--- src/rtl/pipe_skid_stage.sv ---
// pipe_skid_stage
//   Generic valid/ready pipeline stage carrying a WIDTH-bit payload, with
//   back-pressure and a synchronous flush (branch squash).
//   SKID=1: main + skid entries, registered in_ready, full throughput.
//   SKID=0: single entry, in_ready combinational from out_ready.
//
// Ports
//   clk        rising-edge clock
//   reset      asynchronous active-high reset
//   flush      synchronous squash of all held entries
//   in_valid   upstream beat present on in_data
//   in_ready   stage can accept a beat this cycle
//   in_data    upstream payload
//   out_valid  out_data holds a valid beat
//   out_ready  downstream consumes out_data this cycle
//   out_data   registered payload to next stage (BUBBLE while empty)
//   level      number of entries held (0..2)
//
// State (level_q)
//   state    | meaning
//   ST_EMPTY | nothing held, out_data = BUBBLE
//   ST_ONE   | main entry valid, skid entry free
//   ST_FULL  | main and skid valid, upstream stalled (SKID=1 only)

module pipe_skid_stage #(
    parameter int               WIDTH  = 32,
    parameter int               SKID   = 1,
    parameter logic [WIDTH-1:0] BUBBLE = '0
) (
    input  logic             clk,
    input  logic             reset,
    input  logic             flush,
    input  logic             in_valid,
    output logic             in_ready,
    input  logic [WIDTH-1:0] in_data,
    output logic             out_valid,
    input  logic             out_ready,
    output logic [WIDTH-1:0] out_data,
    output logic [1:0]       level
);

    localparam logic [1:0] ST_EMPTY = 2'd0;
    localparam logic [1:0] ST_ONE   = 2'd1;
    localparam logic [1:0] ST_FULL  = 2'd2;

    logic [1:0]       level_d,    level_q;
    logic [WIDTH-1:0] main_d,     main_q;
    logic [WIDTH-1:0] skid_d,     skid_q;
    logic             in_ready_d, in_ready_q;
    logic             accept;
    logic             consume;

    assign out_valid = (level_q != ST_EMPTY);
    // SKID=1 keeps in_ready purely registered so out_ready never reaches upstream
    assign in_ready  = (SKID != 0) ? in_ready_q : (!out_valid || out_ready);
    assign accept    = in_valid && in_ready;
    assign consume   = out_valid && out_ready;
    assign out_data  = main_q;
    assign level     = level_q;

    always_comb begin
        level_d = level_q;
        main_d  = main_q;
        skid_d  = skid_q;

        if (SKID != 0) begin
            case (level_q)
                ST_EMPTY: begin
                    if (accept) begin
                        main_d  = in_data;
                        level_d = ST_ONE;
                    end
                end
                ST_ONE: begin
                    if (accept && consume) begin
                        main_d = in_data;
                    end else if (accept) begin
                        skid_d  = in_data;
                        level_d = ST_FULL;
                    end else if (consume) begin
                        main_d  = BUBBLE;
                        level_d = ST_EMPTY;
                    end
                end
                ST_FULL: begin
                    // in_ready_q is low here, so no accept can coincide
                    if (consume) begin
                        main_d  = skid_q;
                        level_d = ST_ONE;
                    end
                end
                default: begin
                    main_d  = BUBBLE;
                    level_d = ST_EMPTY;
                end
            endcase
        end else begin
            if (accept) begin
                main_d  = in_data;
                level_d = ST_ONE;
            end else if (consume) begin
                main_d  = BUBBLE;
                level_d = ST_EMPTY;
            end
        end

        // flush wins over a same-cycle accept; a same-cycle consume was already delivered
        if (flush) begin
            main_d  = BUBBLE;
            level_d = ST_EMPTY;
        end

        in_ready_d = (level_d != ST_FULL);
    end

    always_ff @(posedge clk or posedge reset) begin
        if (reset) begin
            level_q    <= ST_EMPTY;
            main_q     <= BUBBLE;
            skid_q     <= BUBBLE;
            in_ready_q <= 1'b1;
        end else begin
            level_q    <= level_d;
            main_q     <= main_d;
            skid_q     <= skid_d;
            in_ready_q <= in_ready_d;
        end
    end

endmodule

--- config.mk ---
export PLATFORM = sky130hd
export DESIGN_NAME = pipe_skid_stage
export DESIGN_NICKNAME = d
export VERILOG_FILES = /design/src/rtl/pipe_skid_stage.sv
export SDC_FILE = /design/constraint.sdc
export NUM_CORES = 1
export LEC_CHECK = 0
export ABC_CLOCK_PERIOD_IN_PS = 2300
export BUFFER_PORTS_ARGS = -buffer_cell sky130_fd_sc_hd__buf_4
export CORE_MARGIN = 4
export CORE_UTILIZATION = 54
export DETAILED_ROUTE_END_ITERATION = 12
export GPL_TIMING_DRIVEN = 0
export PLACE_DENSITY = 0.79
export SYNTH_ARGS = -nofsm -noshare
export SYNTH_HDL_FRONTEND = slang
export SYNTH_SLANG_ARGS = --single-unit
--- constraint.sdc ---
create_clock -name clk -period 2.3 [get_ports clk]
set_input_delay 0 -clock clk [delete_from_list [all_inputs] [get_ports clk]]
set_output_delay 0 -clock clk [all_outputs]
set_load 0.01 [all_outputs]
==> results.md, run 1 <==
Setup path:
- The startpoint identified for the worst register-to-register timing path is level[1].
- Of all nets on the critical path, the largest fanout is 10.
- The largest single stage delay on the critical path is 0.42 ns.
- The worst setup path is launched from a register.
- The startpoint-to-endpoint class of the critical path is reg -> reg.
- The worst setup path is captured at a register.
- The setup slack of the most critical reg-to-reg path is 0.56 ns.
- The slowest cell on the critical path is sky130_fd_sc_hd__dfrtp_1.
- The critical path goes through buf_4 > nor2_1 > a22oi_1 > nor2_1 > buf_2 > a22o_1.
- The reg-to-reg critical path endpoint is out_data[11].
- By instance count, the cell type seen most on the critical path is sky130_fd_sc_hd__nor2_1.
- The worst path required time is 2.58 ns.
- The data arrival time of the worst path is 2.02 ns.
- The logic depth of the worst register-to-register path is 6.

Synthesis:
- Yosys attributes the largest share of cell area to sky130_fd_sc_hd__dfrtp_1 (50%), sky130_fd_sc_hd__mux2_4 (14%), sky130_fd_sc_hd__mux2i_1 (10%).
- The main combinational cell family by area after synthesis is multiplexers.
- The post-synthesis average cell area is 13.9 µm².
- The mapped netlist covers 0.00330 mm².
- The synthesized instance count is 237.
- The top cell type's share of synthesized area is 50.0%.
- Sequential cells were found to cover 50.8% of the synthesized design area.
- The synthesized design spends more area on one cell type than any other, namely sky130_fd_sc_hd__dfrtp_1.
- The synthesized netlist devotes 18.2% of its cell area to compound gates.
- The post-synthesis net count is 274.
- The mux share of post-synthesis cell area is 24.6%.
- The most used flip-flop cell after synthesis is sky130_fd_sc_hd__dfrtp_1.
- The parity-gate share of the synthesized area counting xor and xnor cells is 0%.
- After Yosys synthesis, and, or, nand and nor cells account for 2.01% of the synthesized area.
- Counting distinct cell types in the post-synthesis netlist gives 26.
- Summing the areas of all fa, ha and maj instances in the mapped netlist gives 0% of the synthesized area.
- Yosys printed 0 warnings.
- The fraction of registers with async set or reset after synthesis is 100%.
- The synthesized design contains 0 enable-type register cells.
- The synthesized design contains 67 register bits.

Final layout:
- The share of layout cells above drive strength 1 is 38.7%.
- The repair_antennas step left the layout with diodes totalling 0.
- Cells fill 75.7% of the core in the end.
- Compared with the post-synthesis result, the final layout area differs by 35.8%.
- After the last flow step, the layout net total stands at 392.
- Leaving out filler cells and counting taps, the final layout contains 434.
- The fill cell instance count of the final layout is 387.

Clock network:
- The number of buffers between clock root and the deepest sink is 2.
- Gates resized during post-CTS repair numbered 0.
- Counting the buffers created by CTS gives 9.
- The cell at the root of the clock tree is sky130_fd_sc_hd__clkbuf_8.
- The number of hold buffers added after CTS was 35.
- The clock tree from TritonCTS is done.
- The post-CTS repair timing setup buffer count is 0.
- The clock transition at the registers of the reported paths is 0.07 ns.
- The TritonCTS sink count is 67.
- The clock reaches the later pin of the worst-skew pair after 0.33 ns.
- The number of H-tree branching levels is 3.

Hold path:
- The worst hold path was traced through 5 stages.
- The worst hold path terminates at level[0].
- The worst hold path startpoint is in_valid.
- In this run the worst hold path is classified as in -> reg.

Route:
- The first detailed-routing pass ran for 4 iterations.
- The detail route stage leaves a number of antenna-violating nets equal to 0.
- After the first detailed-routing iteration, the DRC count stood at 102.
- Dividing the detail-routed wire length by the instance count gives 18.4 µm.
- The final route contains 2,490 vias.
- The final layout contains routed wiring with a total length of 7.99 mm.
- The number of vias per cell after detailed routing is 5.74.
- The DRC violation count after routing is 0.

STA:
- The headroom to the max-slew limit is 46.3%.
- Setup violations remaining at the end of the flow were counted as 0.
- The share of the clock period used by the worst path is 75.7%.
- The hold violation count in the final report is 0.
- The worst clock skew is 0.00537 ns.
- The transition time at the pin with the least slew margin is 0.805 ns.
- The final worst setup slack is 0.560 ns.
- The max-slew violation count is 0.
- Setup repair after global routing left no endpoint under its margin.
- The highest clock rate is 0.575 GHz.
- The final critical path time including I/O delays and setup is 1.74 ns.

Die:
- The starting utilization of the core area is 55.8%.
- The die covers 0.00743 mm².
- Measured along the x axis, the die boundary spans 86.2 µm.
- The die is 86.2 µm tall.
- For this design the top-level I/O count stands at 73.
- The number of rows in the core area is 28.
- After floorplanning, the core was sized to cover 0.00592 mm².

Global route:
- Global routing used 3.71% of the available met3 tracks.
- The first global-routing pass estimated 13.3 mm of wire.
- In this run the most used layer during global routing was met2.
- Global routing consumed, on the met2 layer, 37.8% of the routing resources.
- The via count of the first global-routing pass is 2,676.
- After global routing the overflow that remains totals 0.
- The number of antenna violations at the first check in global routing is 0.
- The largest net degree at the start of global routing is 68.
- In the global route stage, met1 resource usage came out at 30.3%.
- For this run, the total global-route usage over all layers was measured as 23.0%.

Power and ir drop:
- For this design the ratio of total power to cell area is 743 mW/mm².
- The worst-case vdd ir drop is 0.000475 V.
- Summed over all cells, the static leakage comes to 0.00207 µW.
- Summing internal, switching and leakage power gives 3330 µW.

Placement:
- The quantity of I/O buffers inserted on ports is 72.
- The number of placed instances, taps included, is 384.
- The worst slack after detailed placement is 0.616 ns.
- Once detailed placement completed, the half-perimeter wirelength came to 4.92 mm.
- The placer's final routability congestion estimate is 0.755.

Status:
- The run finished with clean final reports.

Flow run:
- The tool flagged a number of max-cap violations equal to 0.
-- cells by family (layout without fill, tap and decap cells) --
logic type	count (synthesis)	after routing
flops	67	67
mux	66	66
simple gates	12	12
compound gates	69	69
buf+inv	23	145
-- cell usage in the layout, fill, tap and decap left out --
cell	instances
sky130_fd_sc_hd__a21oi_1	2
sky130_fd_sc_hd__a221oi_2	1
sky130_fd_sc_hd__a22o_1	32
sky130_fd_sc_hd__a22oi_1	1
sky130_fd_sc_hd__and2_1	1
sky130_fd_sc_hd__and3b_1	1
sky130_fd_sc_hd__buf_1	1
sky130_fd_sc_hd__buf_2	9
sky130_fd_sc_hd__buf_4	78
sky130_fd_sc_hd__buf_6	3
sky130_fd_sc_hd__bufinv_16	1
sky130_fd_sc_hd__clkbuf_1	4
sky130_fd_sc_hd__clkbuf_8	11
sky130_fd_sc_hd__clkinv_2	1
sky130_fd_sc_hd__dfrtp_1	66
sky130_fd_sc_hd__dfstp_2	1
sky130_fd_sc_hd__dlygate4sd3_1	35
sky130_fd_sc_hd__inv_1	1
sky130_fd_sc_hd__inv_4	1
sky130_fd_sc_hd__mux2_2	2
sky130_fd_sc_hd__mux2_4	30
sky130_fd_sc_hd__mux2i_1	34
sky130_fd_sc_hd__nand2_1	1
sky130_fd_sc_hd__nand2b_1	1
sky130_fd_sc_hd__nand3b_1	1
sky130_fd_sc_hd__nor2_1	4
sky130_fd_sc_hd__nor2b_1	1
sky130_fd_sc_hd__o22a_1	1
sky130_fd_sc_hd__o2bb2ai_1	32
sky130_fd_sc_hd__or2_2	1
sky130_fd_sc_hd__or3_1	1
-- synth_stat cells (3+ instances only) --
library cell and n:
sky130_fd_sc_hd__buf_6 3, sky130_fd_sc_hd__a22o_1 32, sky130_fd_sc_hd__buf_2 9, sky130_fd_sc_hd__nor2_1 4, sky130_fd_sc_hd__mux2i_1 34, sky130_fd_sc_hd__o2bb2ai_1 32, sky130_fd_sc_hd__dfrtp_1 66, sky130_fd_sc_hd__buf_4 6
sky130_fd_sc_hd__mux2_4 30
-- stage by stage --
step	TNS (ns)	cell area [µm²]	hold slack [ns]
after global placement	-15.78	3940	0.194
final	0	4480	0.218
after detailed placement	0	3940	0.193
after global routing	0	4480	0.254
after floorplan	0	3300	0.0658
after CTS	0	4480	0.208
-- worst max-delay path, delay by kind of cell (launching register included) --
family / cells / cell delay (ns)
compound gates: 2 / 0.26
buf+inv: 2 / 0.55
flops: 1 / 0.42
simple gates: 2 / 0.45
-- area by class of cell --
class | instances | area [µm²] | share of cell area [%]
buffer | 21 | 135 | 3.01
clock buffer | 13 | 159 | 3.54
clock inverter | 2 | 35.0 | 0.781
inverter | 2 | 10.0 | 0.223
multi-input combinational | 147 | 1480 | 33.0
sequential | 67 | 1680 | 37.4
tap | 75 | 93.8 | 2.09
timing repair buffer | 107 | 891 | 19.9
-- per-layer routing --
| layer | vias to the layer above | wire, µm | part of all wire [%] |
|---|---|---|---|
| li1 | 1152 | - | - |
| met1 | 1263 | 3490 | 44 |
| met2 | 63 | 4070 | 51 |
| met3 | 12 | 323 | 4.0 |
| met4 | 0 | 114 | 1.4 |
| met5 | - | 0 | 0 |
-- sequential cells by signal (all words and copies together), names as in the netlist --
register  flops
level         2
in_ready      1
skid_q       32
out_data     32
-- worst max path at each step --
stage	slack (ns)	to	cells past startpoint	start
final	0.56	out_data[11]	6	level[1]
after global routing	0.48	out_data[12]	6	level[1]
after CTS	0.59	out_valid	4	level[0]
after detailed placement	0.62	skid_q[17]	5	in_ready
after global placement	-0.24	skid_q[14]	2	reset
after floorplan	0.62	level[0]	1	reset
-- power by group --
part           switching, µW  internal, µW  leakage [µW]
registers                139          1410      0.000849
logic                    308           491       0.00112
clock network            430           554     0.0000995
total                    877          2450       0.00207
Note: power is estimated with default switching activity, not from simulation.
==> run 2: changes to the inputs <==
==> config.mk (replaced) <==
export PLATFORM = sky130hd
export DESIGN_NAME = pipe_skid_stage
export DESIGN_NICKNAME = d
export VERILOG_FILES = /design/src/rtl/pipe_skid_stage.sv
export SDC_FILE = /design/constraint.sdc
export NUM_CORES = 1
export LEC_CHECK = 0
export ABC_AREA = 1
export ABC_CLOCK_PERIOD_IN_PS = 1500
export BUFFER_PORTS_ARGS = -buffer_cell sky130_fd_sc_hd__buf_4
export CORE_MARGIN = 4
export CORE_UTILIZATION = 48
export DETAILED_ROUTE_END_ITERATION = 12
export GPL_TIMING_DRIVEN = 0
export PLACE_DENSITY = 0.75
export SYNTH_ARGS = -nofsm -noshare
export SYNTH_HDL_FRONTEND = slang
export SYNTH_SLANG_ARGS = --single-unit
==> constraint.sdc (replaced) <==
create_clock -name clk -period 1.5 [get_ports clk]
set_input_delay 0 -clock clk [delete_from_list [all_inputs] [get_ports clk]]
set_output_delay 0 -clock clk [all_outputs]
set_load 0.01 [all_outputs]
==> results.md, run 2 <==
Status:
- The run finished, with violations left.
- The final reports fail on negative setup slack.

Final layout:
- The cell area after layout was 0.00450 mm² (+0.28%).
- The number of inserted diodes is 0 (unchanged).
- Leaving out fill and tap cells, the most frequent cell in the layout is sky130_fd_sc_hd__nand2_1.
- The net count reported at finish is 572 (+46%).
- The share of layout cells above drive strength 1 is 24.9% (-14 points).
- The library cells used most frequently in the layout, excluding fill and tap cells, are sky130_fd_sc_hd__nand2_1 (195), sky130_fd_sc_hd__nand3_1 (98), sky130_fd_sc_hd__buf_4 (89).
- The area growth from synthesis to layout is 43.3%.

Synthesis:
- The number of synthesized register bits is 67 (unchanged).
- For this run, the leading register cell type out of synthesis is sky130_fd_sc_hd__dfrtp_1.
- The synthesized area was 0.00314 mm² (-5.0%).
- The fraction of registers with async set or reset after synthesis came to 100% (unchanged).
- The most repeated cell in the gate-level netlist after synthesis is sky130_fd_sc_hd__nand2_1.
- The synthesized instance count was 406 (+71%).
- The portion of the post-synthesis area used by sequential elements is 53.5% (+2.7 points).
- Ranked by total cell area, the synthesized netlist is headed by sky130_fd_sc_hd__dfrtp_1 (53%), sky130_fd_sc_hd__nand2_1 (24%), sky130_fd_sc_hd__nand3_1 (16%).
- The post-synthesis average cell area was 7.73 µm² (-45%).
- The post-synthesis net count was 443 (+62%).
- The number of synthesis warnings is 0 (unchanged).
- The distinct cell type count after synthesis is 16 (-38%).
- The top cell type's share of synthesized area is 52.7% (+2.6 points).
- sky130_fd_sc_hd__dfrtp_1 takes more of the synthesized area than any other cell.
- The number of synthesized flops with an enable pin is 0 (unchanged).
- By count the netlist is led by sky130_fd_sc_hd__nand2_1 (198), sky130_fd_sc_hd__nand3_1 (98), sky130_fd_sc_hd__dfrtp_1 (66), sky130_fd_sc_hd__buf_2 (18), sky130_fd_sc_hd__clkbuf_1 (6).

STA:
- The max-slew violation count is 0 (unchanged).
- The transition time at the pin with the least slew margin is 0.639 ns (-0.166 ns).
- The worst clock skew is 0.00494 ns (-0.000430 ns).
- The headroom to the max-slew limit is 57.3% (+11 points).
- The final worst setup slack is -0.00963 ns (-0.569 ns).
- The share of the clock period used by the worst path is 101% (+25 points).
- The highest clock rate is 0.662 GHz (+15%).
- Setup repair after global routing could not meet its margin everywhere.
- The final critical path time including I/O delays and setup is 1.51 ns (-0.231 ns).
- The worst-case hold slack is 0.150 ns (-0.0682 ns).
- The final count of negative-setup-slack endpoints was 12 (+12).
- The hold violation count in the final report is 0 (unchanged).

Global route:
- The first-pass GRT wire length is 14.1 mm (+6.4%).
- The via count of the first global-routing pass is 3,094 (+16%).
- The number of antenna violations at the first check in global routing is 0 (unchanged).
- The largest net degree at the start of global routing came to 40 (-41%).
- The overall global routing resource usage is 23.2% (+0.20 points).
- The total congestion overflow was 0 (unchanged).

Route:
- The routed wire length came to 9.02 mm (+13%).
- The count of TritonRoute iterations in the first routing pass was 5 (+1).
- The number of vias per cell after detailed routing is 5.21 (-9.2%).
- The average wire per standard cell is 14.6 µm (-20%).
- The DRC violation count after routing is 0 (unchanged).
- The post-route antenna net violation count is 0 (unchanged).
- The detailed router's first-iteration violation count was 192 (+88%).
- The via total after detailed routing is 3,208 (+29%).

Hold path:
- The type of the worst min-delay path is in -> reg.

Power and ir drop:
- The power density over the cells is 1080 mW/mm² (+45%).
- The total leakage power is 0.00250 µW (+21%).
- The worst-case vdd ir drop is 0.000743 V (+56%).

Placement:
- The total cell area at the placement stage is 0.00380 mm² (-3.6%).
- The quantity of I/O buffers inserted on ports is 72 (unchanged).
- The detailed placement HPWL is 5.68 mm (+15%).
- The placer's final routability congestion estimate is 0.800 (+5.9%).

Die:
- The starting utilization of the core area came to 49.4% (-6.4 points).
- The number of rows in the core area is 29 (+3.6%).
- The die area is 0.00789 mm² (+6.2%).
- The height of the die is 88.8 µm (+3.1%).
- The die boundary width was 88.8 µm (+3.1%).
- The core region area is 0.00635 mm² (+7.2%).
- The number of top-level pins is 73 (unchanged).

Setup path:
- The worst path required time came to 1.78 ns (-0.80 ns).
- The startpoint-to-endpoint class of the critical path is reg -> reg.
- STA classifies the critical path endpoint as a register.
- The launching element type of the critical path is a register.
- The data arrival time of the worst path is 1.79 ns (-0.23 ns).
- The maximum fanout encountered on the critical timing path is 8 (-2).

Clock network:
- The TritonCTS sink count is 67 (unchanged).
- The clock tree from TritonCTS is done.
- The number of H-tree branching levels is 3 (unchanged).
- The cell at the root of the clock tree is sky130_fd_sc_hd__clkbuf_8.
- The number of buffers between clock root and the deepest sink is 2 (unchanged).
- The total CTS buffers is 9 (unchanged).
- The clock network latency to the later pin of the worst-skew pair is 0.34 ns (about the same).
- The clock transition at the registers of the reported paths was 0.07 ns (about the same).

Flow run:
- The number of maximum-capacitance violations was 0 (unchanged).
==> run 2: cell count changes after synthesis, moves of 3 or more <==
cell and change:
sky130_fd_sc_hd__buf_6 -3, sky130_fd_sc_hd__buf_4 -3, sky130_fd_sc_hd__mux2_4 -30, sky130_fd_sc_hd__nand3_1 +98
sky130_fd_sc_hd__clkbuf_1 +4, sky130_fd_sc_hd__mux2i_1 -34, sky130_fd_sc_hd__nand2_1 +197, sky130_fd_sc_hd__o2bb2ai_1 -32
sky130_fd_sc_hd__buf_2 +9, sky130_fd_sc_hd__a22o_1 -32
==> run 2: kinds of logic (layout without fill, tap and decap cells) <==
family | after synthesis | after routing | share of synthesized area, %
simple gates | 304 | 304 | 41.0
xor+xnor | 1 | 1 | 0.279
buf+inv | 33 | 166 | 5.03
compound gates | 1 | 1 | 0.159
flops | 67 | 67 | 53.5
==> run 2: what timing repair did <==
item / 4_1_cts / 5_1_grt
endpoints found under the setup margin: 61 / 61
hold buffers: 35 / 0
buffers inserted: 2 / 5
cloned: 0 / 3
pin swaps: 1 / 3
gates resized for setup: 12 / 24
endpoints found under the hold margin: 89 / 0
==> run 2: path summary, 6_finish.rpt <==
kind	start	to	slack [ns]	cells after the start
setup / recovery	in_ready	out_data[24]	-0.01	8
hold / removal	in_valid	level[0]	0.15	5
setup reg to reg	in_ready	out_data[24]	-0.01	8
hold reg to reg	skid_q[12]	skid_q[12]	0.47	2
max in group asynchronous	reset	level[0]	0.59	4
min in group asynchronous	reset	out_data[24]	0.31	3
==> run 2: layout make-up <==
class,count,area [µm²]
well taps,77,96.3
repair buffers,118,1010
flip-flops and latches,67,1680
fillers,509,1850
clock buffers,13,169
multi-input cells,306,1330
clock inverters,2,10.0
plain buffers,27,174
inverters,6,26.3
==> run 2: per-layer routing <==
layer | track usage (%) | wire length, µm
met1 | 30.3 | 3870
met5 | 0 | 0
met2 | 37.8 | 4360
met3 | 4.10 | 562
met4 | 10.2 | 229
==> run 2: report_power, final <==
part	switching, µW	leakage [µW]	internal, µW
Clock	667	0.0000953	722
Sequential	189	0.000867	2140
Combinational	611	0.00153	516
==> run 2: worst max-delay path, stage by stage (launching register included) <==
cell	delay, ns
sky130_fd_sc_hd__dfstp_2	0.54
sky130_fd_sc_hd__nand2_2	0.12
sky130_fd_sc_hd__nand3_1	0.15
sky130_fd_sc_hd__nand2_4	0.11
sky130_fd_sc_hd__nor2_4	0.15
sky130_fd_sc_hd__buf_12	0.14
sky130_fd_sc_hd__buf_4	0.13
sky130_fd_sc_hd__nand2_1	0.06
sky130_fd_sc_hd__nand2_1	0.05
==> run 2: metrics by stage <==
step | cells | TNS, ns | worst slack [ns] | util [%] | power [µW]
2_1_floorplan | 406 | 0 | 0.102 | - | 2900
6_report | 616 | -0.0481 | -0.00963 | 70.8 | 4850
3_5_place_dp | 556 | -10.81 | -0.214 | 59.8 | 3310
3_3_place_gp | 555 | -6.70 | -0.139 | 59.5 | 3270
5_1_grt | 616 | -1.93 | -0.0846 | 70.8 | 5120
4_1_cts | 608 | 0 | 0.00534 | 69.0 | 4780
==> run 3: changes to the inputs <==
==> constraint.sdc (replaced) <==
create_clock -name clk -period 1.5 [get_ports clk]
set_input_delay 0.3 -clock clk [delete_from_list [all_inputs] [get_ports clk]]
set_output_delay 0.3 -clock clk [all_outputs]
set_load 0.01 [all_outputs]
==> results.md, run 3 (synthesis results as in run 2) <==
Clock network:
- The number of H-tree branching levels is 3 (unchanged).
- The number of buffers between clock root and the deepest sink is 2 (unchanged).
- The total CTS buffers was 9 (unchanged).
- The clock transition at the registers of the reported paths is 0.07 ns (about the same).
- The TritonCTS sink count was 67 (unchanged).
- The cell at the root of the clock tree is sky130_fd_sc_hd__clkbuf_8.
- TritonCTS built the clock tree.
- The clock network latency to the later pin of the worst-skew pair is 0.34 ns (about the same).

Final layout:
- The most frequent standard cell in the layout excluding fill and tap cells is sky130_fd_sc_hd__nand2_1.
- The net count reported at finish is 538 (-5.9%).
- The cell area after layout came to 0.00416 mm² (-7.5%).
- The library cells used most frequently in the layout, excluding fill and tap cells, are sky130_fd_sc_hd__nand2_1 (195), sky130_fd_sc_hd__nand3_1 (97), sky130_fd_sc_hd__buf_4 (91).
- The share of layout cells above drive strength 1 is 26.9% (+2.1 points).
- The number of inserted diodes is 0 (unchanged).
- The area growth from synthesis to layout is 32.6%.

Flow run:
- The number of maximum-capacitance violations is 0 (unchanged).

Hold path:
- The tightest min-delay check is of the in -> async type.

STA:
- The max-slew violation count was 0 (unchanged).
- The transition time at the pin with the least slew margin was 0.641 ns (+0.00162 ns).
- The summed negative setup slack over all endpoints was 0 ns (+0.0481 ns).
- The headroom to the max-slew limit is 57.2% (-0.11 points).
- The highest clock rate is 0.678 GHz (+2.3%).
- The final count of negative-setup-slack endpoints is 0 (-12).
- The worst-case hold slack is 0.0451 ns (-0.105 ns).
- The share of the clock period used by the worst path is 98.4% (-2.3 points).
- The worst clock skew is 0.00387 ns (-0.00107 ns).
- The hold violation count in the final report is 0 (unchanged).
- The final critical path time including I/O delays and setup is 1.48 ns (-0.0338 ns).
- The final worst setup slack came to 0.0242 ns (+0.0338 ns).

Die:
- The number of top-level pins was 73 (unchanged).
- The die area is 0.00789 mm² (unchanged).
- The starting utilization of the core area came to 49.4% (unchanged).
- The die boundary width is 88.8 µm (unchanged).
- The core region area is 0.00635 mm² (unchanged).
- The number of rows in the core area came to 29 (unchanged).
- The height of the die is 88.8 µm (unchanged).

Setup path:
- The data arrival time of the worst path is 1.76 ns (-0.03 ns).
- The maximum fanout encountered on the critical timing path is 8 (unchanged).
- The worst path required time is 1.78 ns (about the same).
- STA classifies the critical path endpoint as a register.
- The worst setup path is launched from a register.
- The setup slack of the most critical reg-to-reg path is 0.02 ns (+0.03 ns).
- The startpoint-to-endpoint class of the critical path is reg -> reg.

Global route:
- The overall global routing resource usage came to 22.3% (-0.90 points).
- The number of antenna violations at the first check in global routing was 0 (unchanged).
- The largest net degree at the start of global routing came to 40 (unchanged).
- The first-pass GRT wire length is 13.6 mm (-4.1%).
- The total congestion overflow is 0 (unchanged).
- The via count of the first global-routing pass is 2,974 (-3.9%).

Power and ir drop:
- The proportion of total power due to net switching is 30.5% (+0.19 points).
- The proportion of power drawn by flip-flops and latches came to 48.7% (+0.6 points).
- The worst-case vdd ir drop is 0.000754 V (+1.5%).
- The combinational cell fraction of total power was 22.1% (-1.2 points).
- The cell internal power dissipation came to 3320 µW (-1.7%).
- The overall power of the completed layout came to 4780 µW (-1.4%).
- The power density over the cells was 1150 mW/mm² (+6.6%).
- The share of power burned in the clock network came to 29.2% (+0.5 points).
- The total leakage power is 0.00236 µW (-5.5%).
- The switching power is 1460 µW (-0.78%).

Route:
- The count of TritonRoute iterations in the first routing pass is 4 (-1).
- The DRC violation count after routing is 0 (unchanged).
- The number of vias per cell after detailed routing came to 5.27 (+1.3%).
- The post-route antenna net violation count is 0 (unchanged).
- The detailed router's first-iteration violation count is 227 (+18%).
- The routed wire length was 8.63 mm (-4.3%).
- The average wire per standard cell is 14.8 µm (+1.3%).
- The via total after detailed routing is 3,070 (-4.3%).

Placement:
- The detailed placement HPWL was 5.68 mm (unchanged).
- The total cell area at the placement stage is 0.00380 mm² (unchanged).
- The placer's final routability congestion estimate is 0.800 (unchanged).
- The worst slack after detailed placement is -0.214 ns (unchanged).
- The quantity of I/O buffers inserted on ports was 72 (unchanged).

Status:
- The flow ran to the end, and the final reports show no timing, DRC or antenna violations.
[run 3: cell types whose count changed in the layout (fill, tap and decap cells not counted), sizes merged]
cell / change
buf: +1
dlygate4sd3: -35
[run 3: worst max-delay path: stages (launching register included)]
cell and delay, ns:
sky130_fd_sc_hd__dfrtp_2 0.45, sky130_fd_sc_hd__inv_2 0.11, sky130_fd_sc_hd__nand2_2 0.09, sky130_fd_sc_hd__nand3_1 0.12, sky130_fd_sc_hd__nand2_4 0.10, sky130_fd_sc_hd__nor2_4 0.14, sky130_fd_sc_hd__buf_12 0.14, sky130_fd_sc_hd__buf_4 0.15
sky130_fd_sc_hd__nand2_1 0.06, sky130_fd_sc_hd__nand2_1 0.05
[run 3: layer usage]
layer	up-vias	global-route usage, %	part of all wire [%]
met5	-	0	0
met4	0	9.75	2.1
met3	16	3.91	6.2
met2	122	36.2	48
met1	1442	29.2	43
li1	1490	-	-
[run 3: repair_timing]
item                                   CTS  global route
setup endpoints to repair               61            62
cloned                                   0             3
hold buffers                             0             0
endpoints found under the hold margin    0             0
pin swaps                                1             3
resized for setup                       12            24
buffers inserted                         2             6
[run 3: cell type report]
type / instances / area [µm²]
fillers: 533 / 2190
flip-flops and latches: 67 / 1680
multi-input cells: 306 / 1340
repair buffers: 84 / 659
plain buffers: 27 / 178
clock buffers: 13 / 169
well taps: 77 / 96.3
inverters: 6 / 26.3
clock inverters: 2 / 10.0
[run 3: per-stage QoR]
step | cells | util [%]
floorplan | 406 | -
global placement | 555 | 59.5
detailed placement | 556 | 59.8
CTS | 573 | 63.4
global route | 582 | 65.5
finish | 582 | 65.5
[run 3: power by group through the flow]
stage	clock (µW)	sequential [µW]	combinational, µW
detailed placement	0	2350	963
floorplan	0	2360	543
global placement	0	2340	929
finish	1400	2330	1050
global route	1490	2370	1180
CTS	1400	2320	986
[run 3: final timing paths]
check,from,depth (start not counted),endpoint
max,level[1],9,out_data[15]
min,reset,2,out_data[24]
max reg2reg,level[1],9,out_data[15]
min reg2reg,skid_q[12],2,skid_q[12]
max in group asynchronous,reset,3,level[0]
min in group clk,flush,2,level[1]
